==> src/rtl/vga_timing_pkg.sv <==
// vga_timing_pkg: default 1024x768@60 timing, split-counter bases and elaboration-time split helpers.
package vga_timing_pkg;
  localparam int H_ACTIVE_DEF = 1024;
  localparam int H_FP_DEF = 24;
  localparam int H_SYNC_DEF = 136;
  localparam int H_BP_DEF = 160;
  localparam int V_ACTIVE_DEF = 768;
  localparam int V_FP_DEF = 3;
  localparam int V_SYNC_DEF = 6;
  localparam int V_BP_DEF = 29;
  localparam int X_BASE = 32;
  localparam int Y_BASE = 48;
  localparam int H_MAX = 2048;
  localparam int V_MAX = 1536;
  function automatic int split_hi(input int v, input int base);
    return v / base;
  endfunction
  function automatic int split_lo(input int v, input int base);
    return v % base;
  endfunction
  function automatic logic split_ge(input logic [7:0] hi, input logic [7:0] lo,
                                    input logic [7:0] c_hi, input logic [7:0] c_lo);
    return (hi > c_hi) || (hi == c_hi && lo >= c_lo);
  endfunction
endpackage

==> src/rtl/split_counter.sv <==
// split_counter: mixed-radix {hi, lo} position counter wrapping at TOTAL, with next-state and wrap outputs.
module split_counter
  import vga_timing_pkg::*;
#(
  parameter int LO_MOD = 32,
  parameter int TOTAL = 1344,
  parameter int LO_W = 5,
  parameter int HI_W = 6
) (
  input  logic            clk,
  input  logic            rst_n,
  input  logic            inc,
  output logic [LO_W-1:0] lo,
  output logic [HI_W-1:0] hi,
  output logic [LO_W-1:0] lo_d,
  output logic [HI_W-1:0] hi_d,
  output logic            wrap
);
  localparam logic [LO_W-1:0] LO_LAST = LO_W'(LO_MOD - 1);
  localparam logic [LO_W-1:0] END_LO = LO_W'(split_lo(TOTAL - 1, LO_MOD));
  localparam logic [HI_W-1:0] END_HI = HI_W'(split_hi(TOTAL - 1, LO_MOD));
  logic [LO_W-1:0] lo_q;
  logic [HI_W-1:0] hi_q;
  logic at_end, lo_last;
  assign at_end = (hi_q == END_HI) && (lo_q == END_LO);
  assign lo_last = (lo_q == LO_LAST);
  assign wrap = inc & at_end;
  assign lo = lo_q;
  assign hi = hi_q;
  always_comb begin
    lo_d = !inc ? lo_q : (at_end || lo_last) ? '0 : lo_q + 1'b1;
    hi_d = !inc ? hi_q : at_end ? '0 : lo_last ? hi_q + 1'b1 : hi_q;
  end
  always_ff @(posedge clk or negedge rst_n) begin
    if (!rst_n) begin
      lo_q <= '0;
      hi_q <= '0;
    end else begin
      lo_q <= lo_d;
      hi_q <= hi_d;
    end
  end
endmodule

==> src/rtl/vga_timing_split.sv <==
// vga_timing_split: free-running VGA timing with x/y as split base-32/base-48 counters.
module vga_timing_split
  import vga_timing_pkg::*;
#(
  parameter int H_ACTIVE = H_ACTIVE_DEF,
  parameter int H_FP = H_FP_DEF,
  parameter int H_SYNC = H_SYNC_DEF,
  parameter int H_BP = H_BP_DEF,
  parameter int V_ACTIVE = V_ACTIVE_DEF,
  parameter int V_FP = V_FP_DEF,
  parameter int V_SYNC = V_SYNC_DEF,
  parameter int V_BP = V_BP_DEF,
  parameter bit HSYNC_POL = 1'b0,
  parameter bit VSYNC_POL = 1'b0
) (
  input  logic       clk,
  input  logic       rst_n,
  output logic       hsync,
  output logic       vsync,
  output logic       blank,
  output logic [4:0] x_lo,
  output logic [5:0] x_hi,
  output logic [5:0] y_lo,
  output logic [4:0] y_hi,
  output logic       frame_start
);
  localparam int H_TOTAL = H_ACTIVE + H_FP + H_SYNC + H_BP;
  localparam int V_TOTAL = V_ACTIVE + V_FP + V_SYNC + V_BP;
  if (H_TOTAL > H_MAX || V_TOTAL > V_MAX) begin : g_bad_timing
    $fatal(1, "vga_timing_split: timing totals exceed split counter range");
  end
  localparam logic [7:0] HA_HI = 8'(split_hi(H_ACTIVE, X_BASE));
  localparam logic [7:0] HA_LO = 8'(split_lo(H_ACTIVE, X_BASE));
  localparam logic [7:0] HS_S_HI = 8'(split_hi(H_ACTIVE + H_FP, X_BASE));
  localparam logic [7:0] HS_S_LO = 8'(split_lo(H_ACTIVE + H_FP, X_BASE));
  localparam logic [7:0] HS_E_HI = 8'(split_hi(H_ACTIVE + H_FP + H_SYNC, X_BASE));
  localparam logic [7:0] HS_E_LO = 8'(split_lo(H_ACTIVE + H_FP + H_SYNC, X_BASE));
  localparam logic [7:0] VA_HI = 8'(split_hi(V_ACTIVE, Y_BASE));
  localparam logic [7:0] VA_LO = 8'(split_lo(V_ACTIVE, Y_BASE));
  localparam logic [7:0] VS_S_HI = 8'(split_hi(V_ACTIVE + V_FP, Y_BASE));
  localparam logic [7:0] VS_S_LO = 8'(split_lo(V_ACTIVE + V_FP, Y_BASE));
  localparam logic [7:0] VS_E_HI = 8'(split_hi(V_ACTIVE + V_FP + V_SYNC, Y_BASE));
  localparam logic [7:0] VS_E_LO = 8'(split_lo(V_ACTIVE + V_FP + V_SYNC, Y_BASE));
  logic [4:0] x_lo_d;
  logic [5:0] x_hi_d;
  logic [5:0] y_lo_d;
  logic [4:0] y_hi_d;
  logic x_wrap, y_wrap;
  logic hsync_q, vsync_q, blank_q, frame_start_q;
  logic hsync_d, vsync_d, blank_d;
  split_counter #(.LO_MOD(X_BASE), .TOTAL(H_TOTAL), .LO_W(5), .HI_W(6)) u_x (
    .clk(clk), .rst_n(rst_n), .inc(1'b1),
    .lo(x_lo), .hi(x_hi), .lo_d(x_lo_d), .hi_d(x_hi_d), .wrap(x_wrap)
  );
  split_counter #(.LO_MOD(Y_BASE), .TOTAL(V_TOTAL), .LO_W(6), .HI_W(5)) u_y (
    .clk(clk), .rst_n(rst_n), .inc(x_wrap),
    .lo(y_lo), .hi(y_hi), .lo_d(y_lo_d), .hi_d(y_hi_d), .wrap(y_wrap)
  );
  // decode the next position so registered flags line up with the registered counters
  always_comb begin
    hsync_d = (split_ge(8'(x_hi_d), 8'(x_lo_d), HS_S_HI, HS_S_LO) &&
               !split_ge(8'(x_hi_d), 8'(x_lo_d), HS_E_HI, HS_E_LO)) ? HSYNC_POL : !HSYNC_POL;
    vsync_d = (split_ge(8'(y_hi_d), 8'(y_lo_d), VS_S_HI, VS_S_LO) &&
               !split_ge(8'(y_hi_d), 8'(y_lo_d), VS_E_HI, VS_E_LO)) ? VSYNC_POL : !VSYNC_POL;
    blank_d = split_ge(8'(x_hi_d), 8'(x_lo_d), HA_HI, HA_LO) ||
              split_ge(8'(y_hi_d), 8'(y_lo_d), VA_HI, VA_LO);
  end
  always_ff @(posedge clk or negedge rst_n) begin
    if (!rst_n) begin
      hsync_q <= !HSYNC_POL;
      vsync_q <= !VSYNC_POL;
      blank_q <= 1'b0;
      frame_start_q <= 1'b0;
    end else begin
      hsync_q <= hsync_d;
      vsync_q <= vsync_d;
      blank_q <= blank_d;
      frame_start_q <= y_wrap;
    end
  end
  assign hsync = hsync_q;
  assign vsync = vsync_q;
  assign blank = blank_q;
  assign frame_start = frame_start_q;
endmodule

==> config.mk <==
export PLATFORM = sky130hd
export DESIGN_NAME = vga_timing_split
export DESIGN_NICKNAME = d
export VERILOG_FILES = /design/src/rtl/vga_timing_pkg.sv /design/src/rtl/split_counter.sv /design/src/rtl/vga_timing_split.sv
export SDC_FILE = /design/constraint.sdc
export NUM_CORES = 1
export LEC_CHECK = 0
export BUFFER_PORTS_ARGS = -buffer_cell sky130_fd_sc_hd__buf_2
export CORE_MARGIN = 4
export CORE_UTILIZATION = 49
export DETAILED_ROUTE_END_ITERATION = 8
export GPL_TIMING_DRIVEN = 0
export PLACE_DENSITY = 0.75
export SYNTH_ARGS = -nofsm -noshare
export SYNTH_HDL_FRONTEND = slang
export SYNTH_SLANG_ARGS = --single-unit
==> constraint.sdc <==
create_clock -name clk -period 2.4 [get_ports clk]
set_clock_uncertainty 0.2 [all_clocks]
set_input_delay 0.12 -clock clk [delete_from_list [all_inputs] [get_ports clk]]
set_output_delay 0.12 -clock clk [all_outputs]
set_load 0.005 [all_outputs]
**After elaboration in Yosys (flattened, before gate mapping)**

Index checks and enable logic that the tools add are counted.

- Register bits after elaboration: 26
- Word-level logic and storage cells: 55

- $add $sub $neg: 4
- $lt $le $gt $ge: 6
- Eq/ne operators: 8
- Multiplexer cells: 10
- Bitwise logic cells: 1
- Reductions and logical operators: 18

Operators by type and width:

| kind | number |
|---|---|
| 6-bit == test, second input constant | 5 |
| 6-bit two-way mux | 4 |
| 5-bit two-way mux | 4 |
| 5-bit == test, second input constant | 3 |
| 6-bit by 1-bit adder with 6-bit output, second input constant | 2 |
| 6-bit greater-than comparator, second input constant | 2 |
| 5-bit by 1-bit adder with 5-bit output, second input constant | 2 |
| 1-bit logical OR | 9 |
| 1-bit logical AND | 7 |
| 6-bit by 2-bit >= comparator with 1-bit output, second input constant | 1 |
| 6-bit by 4-bit >= comparator with 1-bit output, second input constant | 1 |
| 5-bit >= comparator, second input constant | 1 |
| 5-bit greater-than comparator, second input constant | 1 |
| 1-bit logical NOT | 2 |
| 1-bit two-way mux | 2 |
| 1-bit bitwise AND | 1 |

**Depth between registers and ports, before layout**

- Depth after elaboration: 11
- Mapped depth: 11

**By module**

From an unflattened synthesis, not the netlist that was laid out.

- Cell total of the unflattened synthesis: 128
- Area total of the unflattened synthesis: 1370.1 µm²

Modules (own cells, without submodules):

| module | times used | cells each | area each (µm²) |
|---|---|---|---|
| split_counter at u_x | 1 | 56 | 605.6 |
| split_counter at u_y | 1 | 56 | 586.8 |
| vga_timing_split | 1 | 16 | 177.7 |

**Worst setup path before layout**

OpenSTA, ideal clock, no wires.

- Path type: register to register
- Start: register u_x.lo_q[0], in the netlist u_x.lo[0]
- End: register vsync_q, in the netlist vsync
- Library setup time: 92 ps
- Arrival: 2240 ps
- Slack: -132 ps
- Cell stages (with the launch flop): 11
- Path buffers: 2
- Period minus slack after synthesis: 2532 ps
- Path through: dfrtp_1 -> ha_1 -> and3_1 -> ha_1 -> buf_4 -> nand4bb_4 -> or2_1 -> buf_6 -> o311a_2 -> nor3_1 -> nand4_1

- Longest elaborated chain between the ends: 9
- Elaborated cells on any way between the ends: 15
- Those cells by class: 3 x order compare; 2 x eq/ne; 3 x mux; 7 x reduce/logical

Ends and longest elaborated chain:

| what | RTL line | text |
|---|---|---|
| from (decl) | split_counter.sv:22 | `logic [LO_W-1:0] lo_q;` |
| from (signal assigned) | split_counter.sv:39 | `lo_q <= lo_d;` |
| 5-bit == test * | split_counter.sv:25 | `assign at_end = (hi_q == END_HI) && (lo_q == END_LO);` |
| 1-bit logical AND * | split_counter.sv:25 |  |
| 6-bit two-way mux or 5-bit two-way mux (tied branches) | split_counter.sv:31, split_counter.sv:32 |  |
| 6-bit by 4-bit >= comparator with 1-bit output or 5-bit == test (tied branches) | vga_timing_pkg.sv:23 | `return (hi > c_hi) \|\| (hi == c_hi && lo >= c_lo);` |
| 1-bit logical AND | vga_timing_pkg.sv:23 |  |
| 1-bit logical OR | vga_timing_pkg.sv:23 |  |
| 1-bit logical NOT | vga_timing_split.sv:64 | `!split_ge(8'(y_hi_d), 8'(y_lo_d), VS_E_HI, VS_E_LO)) ? VSYNC_POL : !VSYNC_POL;` |
| 1-bit logical AND * | vga_timing_split.sv:63 | `vsync_d = (split_ge(8'(y_hi_d), 8'(y_lo_d), VS_S_HI, VS_S_LO) &&` |
| 1-bit two-way mux * | vga_timing_split.sv:64 |  |
| named net vsync_d | vga_timing_split.sv:50 | `logic hsync_d, vsync_d, blank_d;` |
| to (signal assigned) | vga_timing_split.sv:71 | `vsync_q <= !VSYNC_POL;` |
| to (signal assigned) | vga_timing_split.sv:76 | `vsync_q <= vsync_d;` |
| to (decl) | vga_timing_split.sv:49 | `logic hsync_q, vsync_q, blank_q, frame_start_q;` |

Mark *: on every way through the listed nets, which the timed path passes. The rest lies on a longest branch.

**Final worst setup path**

- Start: register u_x.lo_q[1], in the netlist u_x.lo[1]
- End: register vsync_q, in the netlist vsync

- Longest elaborated chain between the ends: 9
- Elaborated cells on any way between the ends: 15
- Those cells by class: 3 x order compare; 2 x eq/ne; 3 x mux; 7 x reduce/logical

Ends and longest elaborated chain:

| what | RTL line | text |
|---|---|---|
| 5-bit == test * | split_counter.sv:25 |  |
| 1-bit logical AND * | split_counter.sv:25 |  |
| 6-bit two-way mux * | split_counter.sv:31 | `lo_d = !inc ? lo_q : (at_end \|\| lo_last) ? '0 : lo_q + 1'b1;` |
| named net u_y.lo_d[0] | split_counter.sv:15 | `output logic [LO_W-1:0] lo_d,` |
| 6-bit by 4-bit >= comparator with 1-bit output | vga_timing_pkg.sv:23 |  |
| 1-bit logical AND | vga_timing_pkg.sv:23 |  |
| 1-bit logical OR | vga_timing_pkg.sv:23 |  |
| 1-bit logical NOT | vga_timing_split.sv:64 |  |
| 1-bit logical AND * | vga_timing_split.sv:63 |  |
| 1-bit two-way mux * | vga_timing_split.sv:64 |  |
| named net vsync_d | vga_timing_split.sv:50 |  |

Marks and branches as above.

==> impl_metrics.env <==
export IMPL_clk_insertion_delay_late_ns=0.31
export IMPL_synthesis_area_um2=1450
export IMPL_final_layout_size_suffix_gt1_share_pct=34.1
export IMPL_yosys_area_top_type="sky130_fd_sc_hd__dfrtp_1"
export IMPL_post_drt_via_cell_ratio=5.40
export IMPL_rel_slew_slack_pct=62.2
export IMPL_synthesis_instances=139
export IMPL_hold_viol=0
export IMPL_grt_pass1_wl_um=5170
export IMPL_grt_antenna_before_repair=0
export IMPL_setup_repair_after_global_routing_missed_its_margin="yes"
export IMPL_timing_critical_path_fanout_max=7
export IMPL_cp_arrival_ns=2.59
export IMPL_timing_critical_path_from="u_x.lo[1]$_DFF_PN0_"
export IMPL_core_region_area_um2=2780
export IMPL_worst_r2r_startpoint="u_x.lo[1]$_DFF_PN0_"
export IMPL_overflow=0
export IMPL_timing_final_ws_setup_ns=-0.149
export IMPL_hold_ws_ns=0.119
export IMPL_clock_fmax_mhz=392
export IMPL_p_per_area_nw_per_um2=408
export IMPL_violations="negative setup slack"
export IMPL_regArea_um2=653
export IMPL_synth_seq_cells=26
export IMPL_worst_reg2reg_path_depth=10
export IMPL_placement_rows=19
export IMPL_outcome="finished, violations left"
export IMPL_period_needed_ns=2.55
export IMPL_final_setup_viol_count=2
export IMPL_synth_sequential_area_ratio_pct=45.2
export IMPL_tritoncts_clock_tree="done"
export IMPL_netlist_cell_type_count=37
export IMPL_drc_errors=0
export IMPL_critPathKind="reg2reg"
export IMPL_clock_sinks=26
export IMPL_seq_power_share_pct=59.1
export IMPL_hpwl_after_dpl_um=2170
export IMPL_p_leak_uw=0.000879
export IMPL_grt_usage_pct=15.8
export IMPL_io_pins=28
export IMPL_first_global_vias=1194
export IMPL_clock_path_buffers=2
export IMPL_internal_power_uw=609
export IMPL_postSynthNetCount=151
export IMPL_drt_total_wl_um=2950
export IMPL_combinationalPowerShare_pct=1.3
export IMPL_layout_nets=192
export IMPL_crit_required_ns=2.44
export IMPL_synthTopCellsByArea="sky130_fd_sc_hd__dfrtp_1, sky130_fd_sc_hd__ha_1, sky130_fd_sc_hd__xnor2_1, sky130_fd_sc_hd__nor2_1, sky130_fd_sc_hd__dfstp_2"
export IMPL_cts_root_buf="sky130_fd_sc_hd__clkbuf_4"
export IMPL_critical_path_reg2reg_endpoint="vsync$_DFF_PN1_"
export IMPL_period_utilization_pct=106
export IMPL_starting_density_of_the_core_pct=52.0
export IMPL_finalMaxSlewViolations=0
export IMPL_filler_cell_count=218
export IMPL_dr_first_iter_drc_count=30
export IMPL_fp_dieH_um=62.3
export IMPL_ys_warn_count=0
export IMPL_die_width_um=62.3
export IMPL_gp_congestion=0.887
export IMPL_power_ir_vdd_worst_mv=0.374
export IMPL_cts_htree_levels=1
export IMPL_synth_largest_type_area_fraction_pct=41.6
export IMPL_synth_area_per_cell_um2=10.4
export IMPL_drv_cap=0
export IMPL_rrSetupSlack_ns=-0.15
export IMPL_worst_setup_hold_path_clk_slew_ns=0.14
export IMPL_number_of_synthesized_flops_with_an_enable_pin=0
export IMPL_p_sw_uw=133
export IMPL_switching_share_pct=17.9
export IMPL_setup_worst_path_start_class="flop"
export IMPL_clock_power_share_pct=39.5
export IMPL_postRouteAntennaNets=0
export IMPL_cts_buffers=3
export IMPL_port_buffer_count=27
export IMPL_synth_top_flop_cell="sky130_fd_sc_hd__dfrtp_1"
export IMPL_fp_dieArea_um2=3880
export IMPL_largest_net_degree_at_the_start_of_global_routing=27
export IMPL_multiInputGateArea_um2=812
export IMPL_timing_worst_slew_pin_value_ns=0.566
export IMPL_antenna_cells_inserted=0
export IMPL_area_delta_synth_final_pct=25.7
export IMPL_post_drt_wl_per_cell_um=14.1
export IMPL_setup_worst_path_end_class="flop"
export IMPL_synth_async_sr_flop_share_pct=100
export IMPL_detailedPlace_worstSlack_ns=-0.306
export IMPL_worst_hold_path_type="in2async"
export IMPL_via_count=1134
export IMPL_drt_pass1_iter_count=4
export IMPL_worst_setup_path_endpoint="vsync$_DFF_PN1_"
placed cells by master, fill, tap and decap left out, types with 2 or more instances in the layout:
master | netlist | layout
sky130_fd_sc_hd__nand3_1 | 10 | 10
sky130_fd_sc_hd__dfstp_2 | 2 | 2
sky130_fd_sc_hd__inv_1 | 7 | 7
sky130_fd_sc_hd__buf_4 | 1 | 9
sky130_fd_sc_hd__nand4_1 | 6 | 6
sky130_fd_sc_hd__dfrtp_1 | 24 | 24
sky130_fd_sc_hd__xor2_1 | 5 | 5
sky130_fd_sc_hd__nor3_2 | 0 | 2
sky130_fd_sc_hd__clkbuf_4 | 0 | 3
sky130_fd_sc_hd__nor3_1 | 5 | 2
sky130_fd_sc_hd__xnor2_1 | 9 | 9
sky130_fd_sc_hd__nand2_1 | 12 | 12
sky130_fd_sc_hd__ha_1 | 10 | 8
sky130_fd_sc_hd__buf_2 | 1 | 28
sky130_fd_sc_hd__nor2_1 | 20 | 19
sky130_fd_sc_hd__mux2i_1 | 2 | 2
final cells by class:
class	count	area share, %
inverter	7	1.45
timing repair buffer	37	11.7
clock inverter	1	1.65
clock buffer	3	1.24
sequential	26	36.0
multi-input combinational	102	44.7
buffer	3	1.17
tap	31	2.13
what timing repair did:
action / in CTS / in global routing
setup buffers: 6 / 4
hold endpoints to repair: 26 / 0
endpoints found under the setup margin: 8 / 7
hold buffers: 1 / 0
gates resized for setup: 6 / 3
pin swaps: 5 / 11
worst max-delay path, stage by stage (launching register included):
cell and delay, ns:
sky130_fd_sc_hd__dfrtp_1 0.43, sky130_fd_sc_hd__ha_2 0.20, sky130_fd_sc_hd__and3_4 0.20, sky130_fd_sc_hd__ha_4 0.15
sky130_fd_sc_hd__nand4bb_4 0.16, sky130_fd_sc_hd__or2_1 0.25, sky130_fd_sc_hd__buf_6 0.14, sky130_fd_sc_hd__a22o_4 0.24
sky130_fd_sc_hd__a31o_1 0.19, sky130_fd_sc_hd__a32oi_2 0.19, sky130_fd_sc_hd__nand4_1 0.12
worst min path at each step:
stage,from,end,slack [ns],cells after the start
final,rst_n,u_y.hi[0]$_DFF_PN0_,0.12,2
after global routing,rst_n,frame_start$_DFF_PN0_,0.16,2
after CTS,rst_n,frame_start$_DFF_PN0_,0.14,2
after detailed placement,rst_n,u_y.hi[2]$_DFF_PN0_,-0.04,1
after global placement,rst_n,u_y.hi[2]$_DFF_PN0_,-0.06,1
after floorplan,rst_n,blank$_DFF_PN0_,-0.38,0
power groups by stage:
stage	logic, uW	registers, uW	clock network [uW]
finish	9.84	438	293
global route	12.2	439	324
CTS	10.9	438	306
detailed placement	9.63	446	0
global placement	9.16	446	0
floorplan	0.000308	447	0
routing by layer:
metal	routed length, um	global-route usage [%]
met1	1310	19.2
met2	1500	28.1
met3	103	2.88
met4	34	4.51
met5	0	0
synthesized netlist by cell type (2+ instances only):
cell type / n
sky130_fd_sc_hd__nor2_1: 20
sky130_fd_sc_hd__dfstp_2: 2
sky130_fd_sc_hd__nor3_1: 5
sky130_fd_sc_hd__mux2i_1: 2
sky130_fd_sc_hd__mux2_2: 2
sky130_fd_sc_hd__nand3_1: 10
sky130_fd_sc_hd__and3_1: 2
sky130_fd_sc_hd__xor2_1: 5
sky130_fd_sc_hd__nand4_1: 6
sky130_fd_sc_hd__nand2_1: 12
sky130_fd_sc_hd__dfrtp_1: 24
sky130_fd_sc_hd__xnor2_1: 9
sky130_fd_sc_hd__ha_1: 10
sky130_fd_sc_hd__inv_1: 7
kinds of logic (layout without fill, tap and decap cells):
| family | count (synthesis) | in the layout | share of synthesized area [%] |
|---|---|---|---|
| flip-flops | 26 | 26 | 45.2 |
| AND/OR/NAND/NOR | 62 | 62 | 23.3 |
| buffers and inverters | 11 | 51 | 3.72 |
| multiplexers | 4 | 4 | 2.94 |
| AO/OA/AOI/OAI | 12 | 12 | 7.71 |
| XOR/XNOR | 14 | 14 | 8.49 |
| adder cells (fa/ha/maj) | 10 | 10 | 8.66 |
registers in the layout, indices dropped and copies added, names as in the netlist:
signal       count
u_x.hi           6
u_y.lo           6
u_x.lo           5
u_y.hi           5
blank            1
frame_start      1
hsync            1
vsync            1
stage by stage:
stage               total power [uW]  setup TNS, ns  instance area (um^2)  instances  util, %
CTS                              756         -0.188                  1780        207     63.8
floorplan                        447        -0.0817                  1480        139        -
detailed placement               456         -0.497                  1660        197     59.6
global placement                 456         -0.338                  1660        197     59.6
global route                     775         -0.485                  1820        210     65.3
finish                           741         -0.151                  1820        210     65.3
(Power assumes the default switching activity.)
